--- src/rtl/nlfsr_pkg.sv ---
// rtl/nlfsr_pkg.sv - shared state type, tap-byte constants and tap validity check
package nlfsr_pkg;

   typedef enum logic [1:0] {
      IDLE     = 2'd0,
      LOAD_CFG = 2'd1,
      WARMUP   = 2'd2,
      RUN      = 2'd3
   } state_t;

   localparam int TAP_BYTE_W  = 8;
   localparam int TAP_IDX_MIN = 1;

   // A tap index must address a real register bit: 1 .. size-1.
   function automatic logic tap_byte_bad(input logic [TAP_BYTE_W-1:0] b, input int size);
      return (int'(b) < TAP_IDX_MIN) || (int'(b) >= size);
   endfunction

endpackage

--- src/rtl/nlfsr_tap_loader.sv ---
// rtl/nlfsr_tap_loader.sv - assembles tap index bytes into co_buf, flags bad indices
module nlfsr_tap_loader
   import nlfsr_pkg::*;
#(
   parameter int NUM_OF_TAPS = 15,
   parameter int SIZE        = 32
) (
   input  logic                              clk,
   input  logic                              res,
   input  logic                              i_begin,
   input  logic                              i_active,
   input  logic                              i_valid,
   input  logic [TAP_BYTE_W-1:0]             i_data,
   output logic [NUM_OF_TAPS*TAP_BYTE_W-1:0] o_co_buf,
   output logic                              o_cfg_err,
   output logic                              o_cfg_loaded,
   output logic                              o_last
);

   localparam int K_W = $clog2(NUM_OF_TAPS + 1);

   logic [K_W-1:0]                    r_k;
   logic [NUM_OF_TAPS*TAP_BYTE_W-1:0] r_co_buf;
   logic                              r_cfg_err;
   logic                              r_cfg_loaded;
   logic                              w_accept;

   assign w_accept     = i_active & i_valid;
   assign o_last       = w_accept & (r_k == K_W'(NUM_OF_TAPS - 1));
   assign o_co_buf     = r_co_buf;
   assign o_cfg_err    = r_cfg_err;
   assign o_cfg_loaded = r_cfg_loaded;

   always_ff @(posedge clk) begin
      if (res) begin
         r_k          <= '0;
         r_co_buf     <= '0;
         r_cfg_err    <= 1'b0;
         r_cfg_loaded <= 1'b0;
      end else if (i_begin) begin
         r_k          <= '0;
         r_cfg_err    <= 1'b0;
         r_cfg_loaded <= 1'b0;
      end else if (w_accept) begin
         for (int i = 0; i < NUM_OF_TAPS; i++) begin
            if (r_k == K_W'(i)) r_co_buf[i*TAP_BYTE_W +: TAP_BYTE_W] <= i_data;
         end
         r_k <= r_k + K_W'(1);
         if (tap_byte_bad(i_data, SIZE)) r_cfg_err <= 1'b1;
         if (o_last) r_cfg_loaded <= 1'b1;
      end
   end

endmodule

--- src/rtl/nlfsr_seq_ctrl.sv ---
// rtl/nlfsr_seq_ctrl.sv - NLFSR sequencer: tap load, seeding, warm-up and keystream output
module nlfsr_seq_ctrl
   import nlfsr_pkg::*;
#(
   parameter int NUM_OF_TAPS = 15,
   parameter int SIZE        = 32,
   parameter int WARM_W      = 16
) (
   input  logic                              clk,
   input  logic                              res,
   input  logic                              load_cfg,
   input  logic                              cfg_valid,
   input  logic [7:0]                        cfg_data,
   output logic                              cfg_ready,
   input  logic                              seed_valid,
   input  logic [SIZE-1:0]                   seed,
   input  logic                              start,
   input  logic                              stop,
   input  logic [WARM_W-1:0]                 warmup,
   input  logic                              feedback,
   output logic [NUM_OF_TAPS*8-1:0]          co_buf,
   output logic [SIZE-1:0]                   register,
   output logic                              taps_en,
   output logic                              out_valid,
   output logic                              out_bit,
   input  logic                              out_ready,
   output logic                              busy,
   output logic                              cfg_err,
   output logic                              seed_err,
   output logic                              ready_to_run
);

   state_t            r_state;
   state_t            w_state_nxt;
   logic [SIZE-1:0]   r_register;
   logic [WARM_W-1:0] r_count;
   logic              r_seeded;
   logic              r_seed_err;
   logic              w_cfg_loaded;
   logic              w_last;
   logic              w_idle;
   logic              w_idle_load;
   logic              w_idle_seed;
   logic              w_idle_start;
   logic              w_shift;

   nlfsr_tap_loader #(
      .NUM_OF_TAPS (NUM_OF_TAPS),
      .SIZE        (SIZE)
   ) u_loader (
      .clk          (clk),
      .res          (res),
      .i_begin      (w_idle_load),
      .i_active     (r_state == LOAD_CFG),
      .i_valid      (cfg_valid),
      .i_data       (cfg_data),
      .o_co_buf     (co_buf),
      .o_cfg_err    (cfg_err),
      .o_cfg_loaded (w_cfg_loaded),
      .o_last       (w_last)
   );

   // IDLE arbitration: load_cfg beats seed_valid beats start.
   assign w_idle       = (r_state == IDLE);
   assign w_idle_load  = w_idle & load_cfg;
   assign w_idle_seed  = w_idle & ~load_cfg & seed_valid;
   assign w_idle_start = w_idle & ~load_cfg & ~seed_valid & start & ready_to_run;
   assign w_shift      = ~stop & ((r_state == WARMUP) | ((r_state == RUN) & out_ready));

   assign ready_to_run = w_cfg_loaded & ~cfg_err & r_seeded;
   assign register     = r_register;
   assign out_bit      = r_register[0];
   assign seed_err     = r_seed_err;

   always_comb begin
      w_state_nxt = r_state;
      cfg_ready   = 1'b0;
      taps_en     = 1'b0;
      out_valid   = 1'b0;
      busy        = 1'b1;
      case (r_state)
         IDLE: begin
            busy = 1'b0;
            if (w_idle_load)       w_state_nxt = LOAD_CFG;
            else if (w_idle_start) w_state_nxt = (warmup != '0) ? WARMUP : RUN;
         end
         LOAD_CFG: begin
            cfg_ready = 1'b1;
            if (w_last) w_state_nxt = IDLE;
         end
         WARMUP: begin
            taps_en = 1'b1;
            if (stop)                            w_state_nxt = IDLE;
            else if (r_count == WARM_W'(1))      w_state_nxt = RUN;
         end
         RUN: begin
            taps_en   = 1'b1;
            out_valid = 1'b1;
            if (stop) w_state_nxt = IDLE;
         end
         default: w_state_nxt = IDLE;
      endcase
   end

   always_ff @(posedge clk) begin
      if (res) begin
         r_state    <= IDLE;
         r_register <= '0;
         r_count    <= '0;
         r_seeded   <= 1'b0;
         r_seed_err <= 1'b0;
      end else begin
         r_state <= w_state_nxt;
         if (w_idle_seed) begin
            // A zero seed would lock the NLFSR; keep the old state and flag it.
            if (seed != '0) begin
               r_register <= seed;
               r_seeded   <= 1'b1;
               r_seed_err <= 1'b0;
            end else begin
               r_seeded   <= 1'b0;
               r_seed_err <= 1'b1;
            end
         end else if (w_shift) begin
            r_register <= {feedback, r_register[SIZE-1:1]};
         end
         if (w_idle_start)                      r_count <= warmup;
         else if ((r_state == WARMUP) && !stop) r_count <= r_count - WARM_W'(1);
      end
   end

endmodule

--- config.mk ---
export PLATFORM = sky130hd
export DESIGN_NAME = nlfsr_seq_ctrl
export DESIGN_NICKNAME = d
export VERILOG_FILES = /design/src/rtl/nlfsr_pkg.sv /design/src/rtl/nlfsr_tap_loader.sv /design/src/rtl/nlfsr_seq_ctrl.sv
export SDC_FILE = /design/constraint.sdc
export NUM_CORES = 1
export LEC_CHECK = 0
export CAP_MARGIN = 20
export CORE_ASPECT_RATIO = 0.7
export CORE_MARGIN = 1.5
export CORE_UTILIZATION = 40
export CTS_BUF_LIST = sky130_fd_sc_hd__clkbuf_8 sky130_fd_sc_hd__clkbuf_16
export DETAILED_ROUTE_END_ITERATION = 12
export PLACE_DENSITY_LB_ADDON = 0.12
export SYNTH_ARGS = -nofsm -noshare
export SYNTH_HDL_FRONTEND = slang
export SYNTH_SLANG_ARGS = --single-unit
--- constraint.sdc ---
create_clock -name clk -period 5.4 [get_ports clk]
set_input_delay 1.08 -clock clk [delete_from_list [all_inputs] [get_ports clk]]
set_output_delay 1.08 -clock clk [all_outputs]
set_load 0.005 [all_outputs]
==> results.tsv, run 1 <==
metric	value	unit
status	completed	
drv_slew	0	
syn2layout_area_growth	39.3	%
rsz0062_at_grt	false	
cts_tree	yes	
synth_edf_count	0	
slew_headroom	37.3	%
grt_start_max_net_pins	85	
fin_cells	1273	
hold_path_class	reg2reg	
holdPathEnd	u_loader.o_co_buf[119]	
hp-start	u_loader.o_co_buf[119]	
postCtsSetupBuffers	0	
synthTopCellsByCount	178 x dfxtp_1, 116 x nor2_1, 114 x nand2_1, 88 x mux2i_1, 78 x a21oi_1	
path_class	in2reg	
clockBufferDepth	2	
crit_fanout	14	
cp.arrival	3.36	ns
viasPerCell	5.31	
grt.total_usage	23.1	%
synth.ff_latch_count	178	
synth_top_flop_cell	dfxtp_1	
boundaryPins	225	
period_minus_slack	3.06	ns
grt_pass1_wl	35.2	mm
start_kind	input pin	
start_util	41.1	%
gp_congestion	0.806	
cts.repair.resized	0	
cts_sinks	178	
synth_top_area_share	47.8	%
clk_latency	0.44	ns
vias	6759	
diodes	0	
finalClockSkew	0.0162	ns
syn_inst	834	
nets	1095	
core	18100	µm²
p_comb_share	6.9	%
yosys.area.top_type	dfxtp_1	
hpwl	15.3	mm
grt_pass1_vias	6143	
port_buffers	224	
cts_made_buffers	17	
r2r_start	r_state[0]	
whs_path_depth	2	
dpl_worst_slack	1.95	ns
die-area	19500	µm²
peakVddDrop	0.000197	V
avgSynthCellArea	8.93	µm²
place_area	9780	µm²
cellLeakagePower	0.00342	µW
power_frac_clock	44.4	%
drt_pre_antenna_iters	6	
die_x	166	µm
required	5.70	ns
wl_per_cell	18.0	µm
netlist_area	7450	µm²
ys_types	57	
cap_viol_max_count	0	
synth_area_leaders	dfxtp_1 48%, mux2i_1 12%, nor2_1 5.8%, nand2_1 5.7%, a21oi_1 5.2%	
fp.dieH	117	µm
fillCellCount	1678	
drtIter0Drc	545	
yosysSeqAreaShare	47.8	%
gr-total-overflow	0	
root_buffer	clkbuf_16	
r2r_cells	5	
drc	0	
intPower	2040	µW
htree_levels	4	
fmax	0.326	GHz
period_share	56.7	%
r2r-end	u_loader.o_co_buf[118]	
switchingPower	722	µW
final_cell_area	10400	µm²
netSwitchingFraction	26.1	%
rrSetupSlack	2.92	ns
setup_tns	0	ns
drive_gt1_share	6.17	%
rows	41	
syn-num-nets	905	
ys_warn_count	0	
async_flop_share	0	%
pwr-share-seq	48.7	%
finalSetupViolations	0	
clkTransAtPathRegs	0.07	ns
final_hold_viol_count	0	
tightest_slew	0.936	ns
detail-route-antenna-nets	0	
wirelength	22.9	mm
power.density	266	nW/µm²
end_kind	flip-flop	
grt_antenna_before_repair	0	
hold_buffers	0	
yosysMostFrequentCell	dfxtp_1	
dp_cells	1241	
finalWorstSetupSlack	2.34	ns
==> layout make-up <==
cell class | count | area, µm² | share of cell area, %
Clock buffer | 17 | 425 | 4.10
Clock inverter | 15 | 171 | 1.65
Inverter | 9 | 33.8 | 0.325
Multi-Input combinational cell | 586 | 3590 | 34.6
Sequential cell | 178 | 3560 | 34.3
Tap cell | 236 | 295 | 2.85
Timing Repair Buffer | 232 | 2300 | 22.2
==> critical path: stages <==
cell and delay, ns:
clkdlybuf4s50_1 0.47, or3_1 0.36, nor3_2 0.76, nor2_1 0.30, a221oi_1 0.33, nor2_1 0.06
==> cell families after synthesis <==
logic type,Yosys count,share of synthesized area [%]
DFF,178,47.8
buffers and inverters,70,4.17
adders and majority gates,6,1.01
AOI/OAI and AO/OA,153,13.3
and+or+nand+nor,334,21.2
muxes,88,11.8
xor gates and xnor gates,5,0.588
==> worst max-delay path by stage <==
stage | from | endpoint | slack [ns]
floorplan | load_cfg | u_loader.o_co_buf[72] | 3.08
global placement | load_cfg | r_count[1] | 2.01
detailed placement | load_cfg | r_count[0] | 1.95
CTS | load_cfg | r_count[0] | 2.41
global route | cfg_valid | u_loader.o_co_buf[53] | 2.22
finish | load_cfg | r_count[1] | 2.34
==> placed cells by master, fill, tap and decap left out, types with 3 or more instances in the layout <==
master,n
nor2_2,3
a211oi_1,3
o211ai_1,3
a221o_1,32
a31oi_1,8
and3_1,7
nand2_1,114
dfxtp_1,178
inv_1,8
mux2i_1,88
nand4_1,6
a21oi_1,78
ha_1,6
xor2_1,3
nand3b_1,3
nor2_1,115
nand2b_1,5
o21ai_0,16
clkinv_8,6
nor4_1,13
clkbuf_16,17
buf_4,9
or3_1,5
nor3_1,4
clkdlybuf4s50_1,223
nor2_4,5
nand3_1,31
inv_6,4
==> per-stage QoR <==
step	hold slack (ns)	util, %	total power, µW
detailed placement	0.446	54.0	1570
global route	0.479	57.3	2860
global placement	0.440	54.0	1570
floorplan	0.426	-	1450
CTS	0.456	57.3	2790
finish	0.454	57.3	2770
==> power by group through the flow <==
stage | Sequential, µW | Clock, µW | Combinational, µW
final | 1350 | 1230 | 191
after global routing | 1350 | 1310 | 205
after CTS | 1340 | 1250 | 192
after detailed placement | 1380 | 0 | 190
after global placement | 1380 | 0 | 190
after floorplan | 1370 | 0 | 76.3
==> sequential cells by signal, summed over array words and instances (netlist names) <==
signal	count
u_loader.o_cfg_err	1
r_count	16
r_state	2
register	32
u_loader.o_cfg_loaded	1
u_loader.r_k	4
u_loader.o_co_buf	120
r_seeded	1
seed_err	1
==> metal layers <==
layer	GRT usage [%]	vias up	part of all wire, %
met4	6.25	0	0.79
met2	32.6	213	42
met1	34.3	3222	50
met3	6.46	16	7.2
li1	-	3308	-
met5	0	-	0
Note: power is estimated with default switching activity, not from simulation.
==> inputs of run 2 (changes only) <==
- clock period: 5.4 -> 2.64 ns (I/O delays scaled with it)
==> run 2 against run 1 <==
  * Cell count rose by 1.6%
  * Non-clock buffer count rose by 21
  * Largest cell class unchanged
  * Largest power group unchanged
  * Global-route usage increased by 0.096 points
==> results.tsv, run 2 (same netlist as run 1, synthesis figures left out) <==
metric	value	unit	change
status	completed		
period_share	87.1	%	
fillCellCount	1649		-1.7%
vias	6698		-0.90%
port_buffers	224		unchanged
cp.arrival	2.60	ns	-0.76 ns
drive_gt1_share	7.84	%	+1.7 points
nets	1116		+1.9%
cts.repair.resized	0		unchanged
period_minus_slack	2.30	ns	
diodes	0		unchanged
tightest_slew	0.643	ns	-0.293 ns
drc	0		unchanged
clkTransAtPathRegs	0.07	ns	about the same
end_kind	flip-flop		
hpwl	15.8	mm	+2.9%
cap_viol_max_count	0		unchanged
finalClockSkew	0.0166	ns	+0.000372 ns
peakVddDrop	0.000358	V	+82%
start_util	41.1	%	unchanged
root_buffer	clkbuf_16		
cts_made_buffers	17		unchanged
hold_path_class	reg2reg		
cts_tree	yes		
grt_antenna_before_repair	0		unchanged
gp_congestion	0.828		+2.8%
final_cell_area	10500	µm²	+1.3%
drtIter0Drc	463		-15%
viasPerCell	5.18		-2.5%
place_area	9950	µm²	+1.7%
grt_pass1_vias	6184		+0.67%
grt.total_usage	23.2	%	+0.096 points
rows	41		unchanged
drt_pre_antenna_iters	4		-2
rsz0062_at_grt	false		
slew_headroom	56.8	%	+19 points
required	2.94	ns	-2.76 ns
fp.dieH	117	µm	unchanged
syn2layout_area_growth	41.2	%	
clockBufferDepth	2		unchanged
detail-route-antenna-nets	0		unchanged
power.density	536	nW/µm²	+100%
clk_latency	0.44	ns	about the same
setup.worst_path.start	r_state[1]		
start_kind	flip-flop		
grt_pass1_wl	35.2	mm	+0.20%
fmax	0.435	GHz	
htree_levels	4		unchanged
wl_per_cell	17.6	µm	-1.9%
hp-start	u_loader.o_co_buf[117]		
gr-total-overflow	0		unchanged
boundaryPins	225		unchanged
path_class	reg2reg		
largest_register_ffs	120		unchanged
die_x	166	µm	unchanged
holdWs	0.453	ns	-0.00138 ns
final_common_cell	clkdlybuf4s50_1		
grt_start_max_net_pins	54		-36%
die-area	19500	µm²	unchanged
final_cell_mix	223 x clkdlybuf4s50_1, 178 x dfxtp_1, 115 x nor2_1, 114 x nand2_1, 88 x mux2i_1		
postCtsSetupBuffers	0		unchanged
hold_buffers	0		unchanged
crit_fanout	12		-2
wirelength	22.8	mm	-0.25%
drv_slew	0		unchanged
finalSetupViolations	0		unchanged
r2r_start	r_state[1]		
final_hold_viol_count	0		unchanged
cellLeakagePower	0.00352	µW	+2.8%
setup_tns	0	ns	unchanged
core	18100	µm²	unchanged
cts_sinks	178		unchanged
## run 2: changes by cell type in the layout (fill, tap and decap cells not counted), sizes merged
cell	before	now
buf	9	30
bufinv	0	1
inv	14	17
clkinv	10	2
clkbuf	17	18
clkinvlp	0	3
## run 2: report_power, final
group	internal (µW)	switching, µW
combinational	208	202
clock	1340	1140
sequential	2720	33.4
## run 2: critical path: stages, from the launching register on
cell and delay (ns):
dfxtp_1 0.56, or3b_1 0.26, nor3b_1 0.41, and3_1 0.62
mux2i_1 0.27, nor2_1 0.06
## run 2: area by class of cell
class                      instances  area, µm²  share of cell area [%]
clock inverter                    14        128                    1.21
clock buffer                      18        439                    4.18
inverter                           9       33.8                   0.321
tap                              236        295                    2.81
multi-input combinational        586       3590                    34.1
sequential                       178       3560                    33.9
timing repair buffer             253       2470                    23.5
## run 2: path summary, 6_finish.rpt
check | slack [ns] | endpoint | cells past startpoint
setup / recovery | 0.34 | u_loader.o_co_buf[3] | 5
hold / removal | 0.45 | u_loader.o_co_buf[117] | 2
setup reg to reg | 0.34 | u_loader.o_co_buf[3] | 5
hold reg to reg | 0.45 | u_loader.o_co_buf[117] | 2
## run 2: metrics by stage
step / util (%) / instances / total power, µW / setup slack (ns)
CTS: 58.1 / 1294 / 5690 / 0.367
detailed placement: 55.0 / 1262 / 3220 / 0.0212
global route: 58.1 / 1294 / 5840 / 0.141
global placement: 55.0 / 1262 / 3220 / 0.0545
finish: 58.1 / 1294 / 5640 / 0.341
floorplan: - / 834 / 2960 / 0.868
## run 2: layer usage
metal | vias to the layer above | track usage, % | part of all wire [%]
met1 | 3145 | 34.7 | 51
met3 | 13 | 6.93 | 6.6
met5 | - | 0 | 0
met4 | 0 | 5.05 | 0.79
li1 | 3354 | - | -
met2 | 186 | 32.6 | 41
==> inputs of run 3 (changes only) <==
- GPL_ROUTABILITY_DRIVEN: not set -> 0
==> results of run 3 <==
No change in the layout: final DEF, timing and power equal those of run 2.
